### src/rtl/mac_stream_feeder_pkg.sv
// Shared definitions for the mac stream feeder and its mac instance.
// Holds the feeder FSM state encoding and the default datapath geometry.
// No logic; imported by the feeder top and its sub-module.
package mac_stream_feeder_pkg;

  // Defaults shared with the mac instance (FIFO address width must match it)
  localparam int DEF_DATA_WIDTH = 32;
  localparam int DEF_ADDR_LINES = 4;

  typedef enum logic [1:0] {
    ST_IDLE       = 2'd0,
    ST_LOAD_COEFF = 2'd1,
    ST_STREAM     = 2'd2,
    ST_DRAIN      = 2'd3
  } state_t;

endpackage

### src/rtl/feeder_beat_reg.sv
// One valid/ready beat stage: accepted beat -> registered data + 1-cycle write strobe.
// Latency: accept at edge N, o_wr high and o_dat valid for cycle N+1.
// Backpressure: ready drops on i_full or while a strobe is out (max 1 beat per 2 cycles).
module feeder_beat_reg import mac_stream_feeder_pkg::*; #(
  parameter int DATA_WIDTH = DEF_DATA_WIDTH
) (
  input  logic                  clk_i,
  input  logic                  rstn_i,
  input  logic                  i_en,
  input  logic                  i_full,
  input  logic                  i_vld,
  input  logic [DATA_WIDTH-1:0] i_dat,
  output logic                  o_rdy,
  output logic [DATA_WIDTH-1:0] o_dat,
  output logic                  o_wr
);

  logic                  r_wr;
  logic [DATA_WIDTH-1:0] r_dat;
  logic                  w_acc;

  // Blocking on our own strobe means the FIFO full flag seen here already
  // reflects the previous write, so it can never be stale.
  assign o_rdy = i_en & ~i_full & ~r_wr;
  assign w_acc = i_vld & o_rdy;
  assign o_wr  = r_wr;
  assign o_dat = r_dat;

  // Capture the accepted beat; data holds between strobes, reset drops any in-flight beat
  always_ff @(posedge clk_i) begin
    if (!rstn_i) begin
      r_wr  <= 1'b0;
      r_dat <= '0;
    end else begin
      r_wr <= w_acc;
      if (w_acc) r_dat <= i_dat;
    end
  end

endmodule

### src/rtl/mac_stream_feeder.sv
// Feeds the mac coefficient FIFO (N_TAPS beats per load) then its signal FIFO until stop.
// Latency: one cycle from upstream accept to the registered write strobe/data.
// Backpressure: readies gated by state, mac full flags and the outstanding strobe.
module mac_stream_feeder import mac_stream_feeder_pkg::*; #(
  parameter int DATA_WIDTH = DEF_DATA_WIDTH,
  parameter int ADDR_LINES = DEF_ADDR_LINES,
  parameter int N_TAPS     = 16
) (
  input  logic                  clk_i,
  input  logic                  rstn_i,
  input  logic                  cfg_start_i,
  input  logic                  stop_i,
  input  logic                  coeff_valid_i,
  input  logic [DATA_WIDTH-1:0] coeff_data_i,
  output logic                  coeff_ready_o,
  input  logic                  sample_valid_i,
  input  logic [DATA_WIDTH-1:0] sample_data_i,
  output logic                  sample_ready_o,
  input  logic                  full_mul_i,
  input  logic                  empty_mul_i,
  input  logic                  full_adder_i,
  output logic [DATA_WIDTH-1:0] signal_o,
  output logic                  signal_wr_o,
  output logic [DATA_WIDTH-1:0] coeff_o,
  output logic                  coeff_wr_o,
  output logic [ADDR_LINES-1:0] tap_cnt_o,
  output logic                  coeff_loaded_o,
  output logic                  busy_o
);

  // Final tap index; with N_TAPS = 2**ADDR_LINES the counter wraps to 0 naturally as well
  localparam logic [ADDR_LINES-1:0] LAST_TAP = ADDR_LINES'(N_TAPS - 1);

  state_t                r_state;
  logic [ADDR_LINES-1:0] r_tap_cnt;
  logic                  r_coeff_loaded;
  logic                  w_coeff_acc;

  feeder_beat_reg #(.DATA_WIDTH(DATA_WIDTH)) u_coeff_beat (
    .clk_i  (clk_i),
    .rstn_i (rstn_i),
    .i_en   (r_state == ST_LOAD_COEFF),
    .i_full (full_adder_i),
    .i_vld  (coeff_valid_i),
    .i_dat  (coeff_data_i),
    .o_rdy  (coeff_ready_o),
    .o_dat  (coeff_o),
    .o_wr   (coeff_wr_o)
  );

  feeder_beat_reg #(.DATA_WIDTH(DATA_WIDTH)) u_sample_beat (
    .clk_i  (clk_i),
    .rstn_i (rstn_i),
    .i_en   (r_state == ST_STREAM),
    .i_full (full_mul_i),
    .i_vld  (sample_valid_i),
    .i_dat  (sample_data_i),
    .o_rdy  (sample_ready_o),
    .o_dat  (signal_o),
    .o_wr   (signal_wr_o)
  );

  assign w_coeff_acc    = coeff_valid_i & coeff_ready_o;
  assign tap_cnt_o      = r_tap_cnt;
  assign coeff_loaded_o = r_coeff_loaded;
  assign busy_o         = (r_state != ST_IDLE);

  // Load/stream/drain sequencing with the per-load tap counter
  always_ff @(posedge clk_i) begin
    if (!rstn_i) begin
      r_state        <= ST_IDLE;
      r_tap_cnt      <= '0;
      r_coeff_loaded <= 1'b0;
    end else begin
      case (r_state)
        ST_IDLE: begin
          if (cfg_start_i) begin
            r_state        <= ST_LOAD_COEFF;
            r_tap_cnt      <= '0;
            r_coeff_loaded <= 1'b0;
          end
        end
        ST_LOAD_COEFF: begin
          if (w_coeff_acc) begin
            if (r_tap_cnt == LAST_TAP) begin
              r_tap_cnt      <= '0;
              r_coeff_loaded <= 1'b1;
              r_state        <= ST_STREAM;
            end else begin
              r_tap_cnt <= r_tap_cnt + 1'b1;
            end
          end
        end
        ST_STREAM: begin
          // A sample accepted alongside stop still gets its strobe next cycle
          if (stop_i) r_state <= ST_DRAIN;
        end
        ST_DRAIN: begin
          // Wait for the last strobe to land and the mac to consume everything
          if (empty_mul_i && !signal_wr_o) r_state <= ST_IDLE;
        end
        default: r_state <= ST_IDLE;
      endcase
    end
  end

endmodule

### config.mk
export PLATFORM = sky130hd
export DESIGN_NAME = mac_stream_feeder
export DESIGN_NICKNAME = d
export VERILOG_FILES = /design/src/rtl/mac_stream_feeder_pkg.sv /design/src/rtl/feeder_beat_reg.sv /design/src/rtl/mac_stream_feeder.sv
export SDC_FILE = /design/constraint.sdc
export NUM_CORES = 1
export LEC_CHECK = 0
export CORE_MARGIN = 10
export CORE_UTILIZATION = 42
export DETAILED_ROUTE_END_ITERATION = 16
export PLACE_DENSITY = 0.89
export SYNTH_ARGS = -nofsm -noshare
export SYNTH_HDL_FRONTEND = slang
export SYNTH_SLANG_ARGS = --single-unit
### constraint.sdc
create_clock -name clk_i -period 3.9 [get_ports clk_i]
set_input_delay 0.78 -clock clk_i [delete_from_list [all_inputs] [get_ports clk_i]]
set_output_delay 0.78 -clock clk_i [all_outputs]
set_load 0.05 [all_outputs]
==> metrics.txt <==
vias per inst 4.91; Post-CTS Hold Fix Bufs 0; Post-Layout Cell Count 563; share of layout cells above drive strength 1 under 10%; Post-synth EDFFs 0; clock buffer count from CTS 9; Wirelength per Cell roughly 15 microns; final worst setup slack between 700 and 800 ps; most common cell after layout, fill and taps aside clkdlybuf4s50_1; All-Layer GR Usage 15.7%; asr flop ratio synth 0%; Max Slew Vio Count 0; Worst setup EP type primary output; grt ovf 0; commonest cells after routing, fill and taps aside clkdlybuf4s50_1, nand2_1, dfxtp_1; vias 2764; top cell type's share of synthesized area 53.6%; Synth Register Bits 73; max-cap violations 0; DRC Markers 0; Seq/Total Area, Yosys 53.6%; synthesized cell area 0.00273 sq mm; Cell Rows 29; r2r setup slk 1630 ps; total chip power 2.12 mW; Initial Utilization 43.2%; RSZ-0062 raised after global routing no; ANT nets after route 0; Peak supply drop around 0.26 mV; Syn Area/Cell slightly below 8 sq um; Clock H-tree levels 3; ant diodes 0; critical path type in2out; Design Area, Final 0.00439 sq mm; RD Place Congestion 0.782; fin crit share 79.7%; post-CTS sizing 0; CP Max Fanout 3; die height 101 microns; worst hold margin 454 ps; 1st-iter DRT viols 53; Setup Skew 8.89 ps; Nets 559; final WL 8480 microns; CTS tree done; Post-Synthesis Cells 344; max_slew headroom 24.0%; post-synth cell types 29; total negative slack 0 ps; Critical Path Source Type input pin; Post-synth top flop dfxtp_1; IO Port Bufs 146; leakage 1.53 nW; worst-margin pin slew 1140 ps; Pre-antenna DRT Iters 4; CP Data Required Time 3120 ps; dpl cells 547; Die W 101 microns; Hold WC Path Type reg2reg; number of global-route vias before repair 2709; largest net degree at the start of global routing 40; Place WS around 790 ps; Yosys warning count 0; final critical-path required period between 3000 and 4000 ps; I/O pins 147; Area contributors post-synth dfxtp_1, nand2_1, a21oi_1; Reg clk slew, reported paths 70 ps; initial antenna violation count 0; # setup viols final 0; Arrival @ worst endpoint 2330 ps; root buf cell clkbuf_8; # clock sinks 73; Final Core Density 69.6%; Clock Tree Buf Depth 2; final hold vios 0; Cell Area, Placed roughly 0.0042 sq mm; P&R area growth vs syn 61.1%; Synth area leader dfxtp_1; Synthesized Nets 422; setup bufs post-CTS 0; die area 0.0101 sq mm; core area 0.00631 sq mm; fmax 322 MHz; Clock Latency Late Sink 330 ps; power per cell area 482 mW/mm^2; global-route wire length before repair ~13000 microns; status completed; DP HPWL 6410 microns
==> sequential cells by signal (all words and copies together), names as in the netlist <==
name                 count
r_state                  2
u_coeff_beat.o_dat      32
tap_cnt_o                4
coeff_loaded_o           1
u_coeff_beat.o_wr        1
u_sample_beat.o_wr       1
u_sample_beat.o_dat     32
==> layout make-up <==
class	count	area, sq um
Fill cell	482	1920
Timing Repair Buffer	149	1480
Sequential cell	73	1460
Multi-Input combinational cell	243	1140
Clock buffer	9	124
Tap cell	77	96.3
Clock inverter	7	71.3
Inverter	5	18.8
==> power by group <==
| group | leakage (nW) | internal [mW] | switching [mW] |
|---|---|---|---|
| Clock | 0.103 | 0.295 | 0.276 |
| Combinational | 0.842 | 0.259 | 0.443 |
| Sequential | 0.590 | 0.804 | 0.0379 |
| Total | 1.53 | 1.36 | 0.757 |
==> cells by family (layout without fill, tap and decap cells) <==
family	Yosys count	in the layout	share of synthesized area [%]
buffers and inverters	28	170	4.73
adder cells (fa/ha/maj)	5	5	2.29
AND/OR/NAND/NOR	158	158	23.7
AO/OA/AOI/OAI	78	78	14.9
multiplexers	2	2	0.734
flip-flops	73	73	53.6
==> synth_stat cells (all sizes together) (2+ instances only) <==
library cell and n:
nor2 6, or3 2, clkbuf 17, and2 2, o21ai 6, nand2b 2, a21oi 69, dfxtp 73
nand2 135, nand3 4, inv 5, ha 5, mux2i 2, buf 5
==> metal layers <==
metal / global-route usage (%) / up-vias / wire length (microns)
li1: - / 1394 / -
met1: 15.9 / 1252 / 3240
met2: 25.5 / 107 / 3990
met4: 6.20 / 0 / 131
met3: 10.0 / 11 / 1120
met5: 0 / - / 0
==> critical path, cell delays in order <==
cell             delay [ps]
clkdlybuf4s50_1         400
nor3b_1                 280
clkdlybuf4s50_1         870
==> worst paths after layout <==
kind                                                           from                                   end  cells after the start
worst max-delay path                                     full_mul_i                        sample_ready_o                      3
worst min-delay path            u_sample_beat.o_dat[0]$_SDFFE_PN0P_   u_sample_beat.o_dat[0]$_SDFFE_PN0P_                      2
worst max register to register              r_state[0]$_SDFFE_PN0P_  u_sample_beat.o_dat[18]$_SDFFE_PN0P_                      6
worst min register to register  u_sample_beat.o_dat[0]$_SDFFE_PN0P_   u_sample_beat.o_dat[0]$_SDFFE_PN0P_                      2
Power figures use the tool's default switching activity.
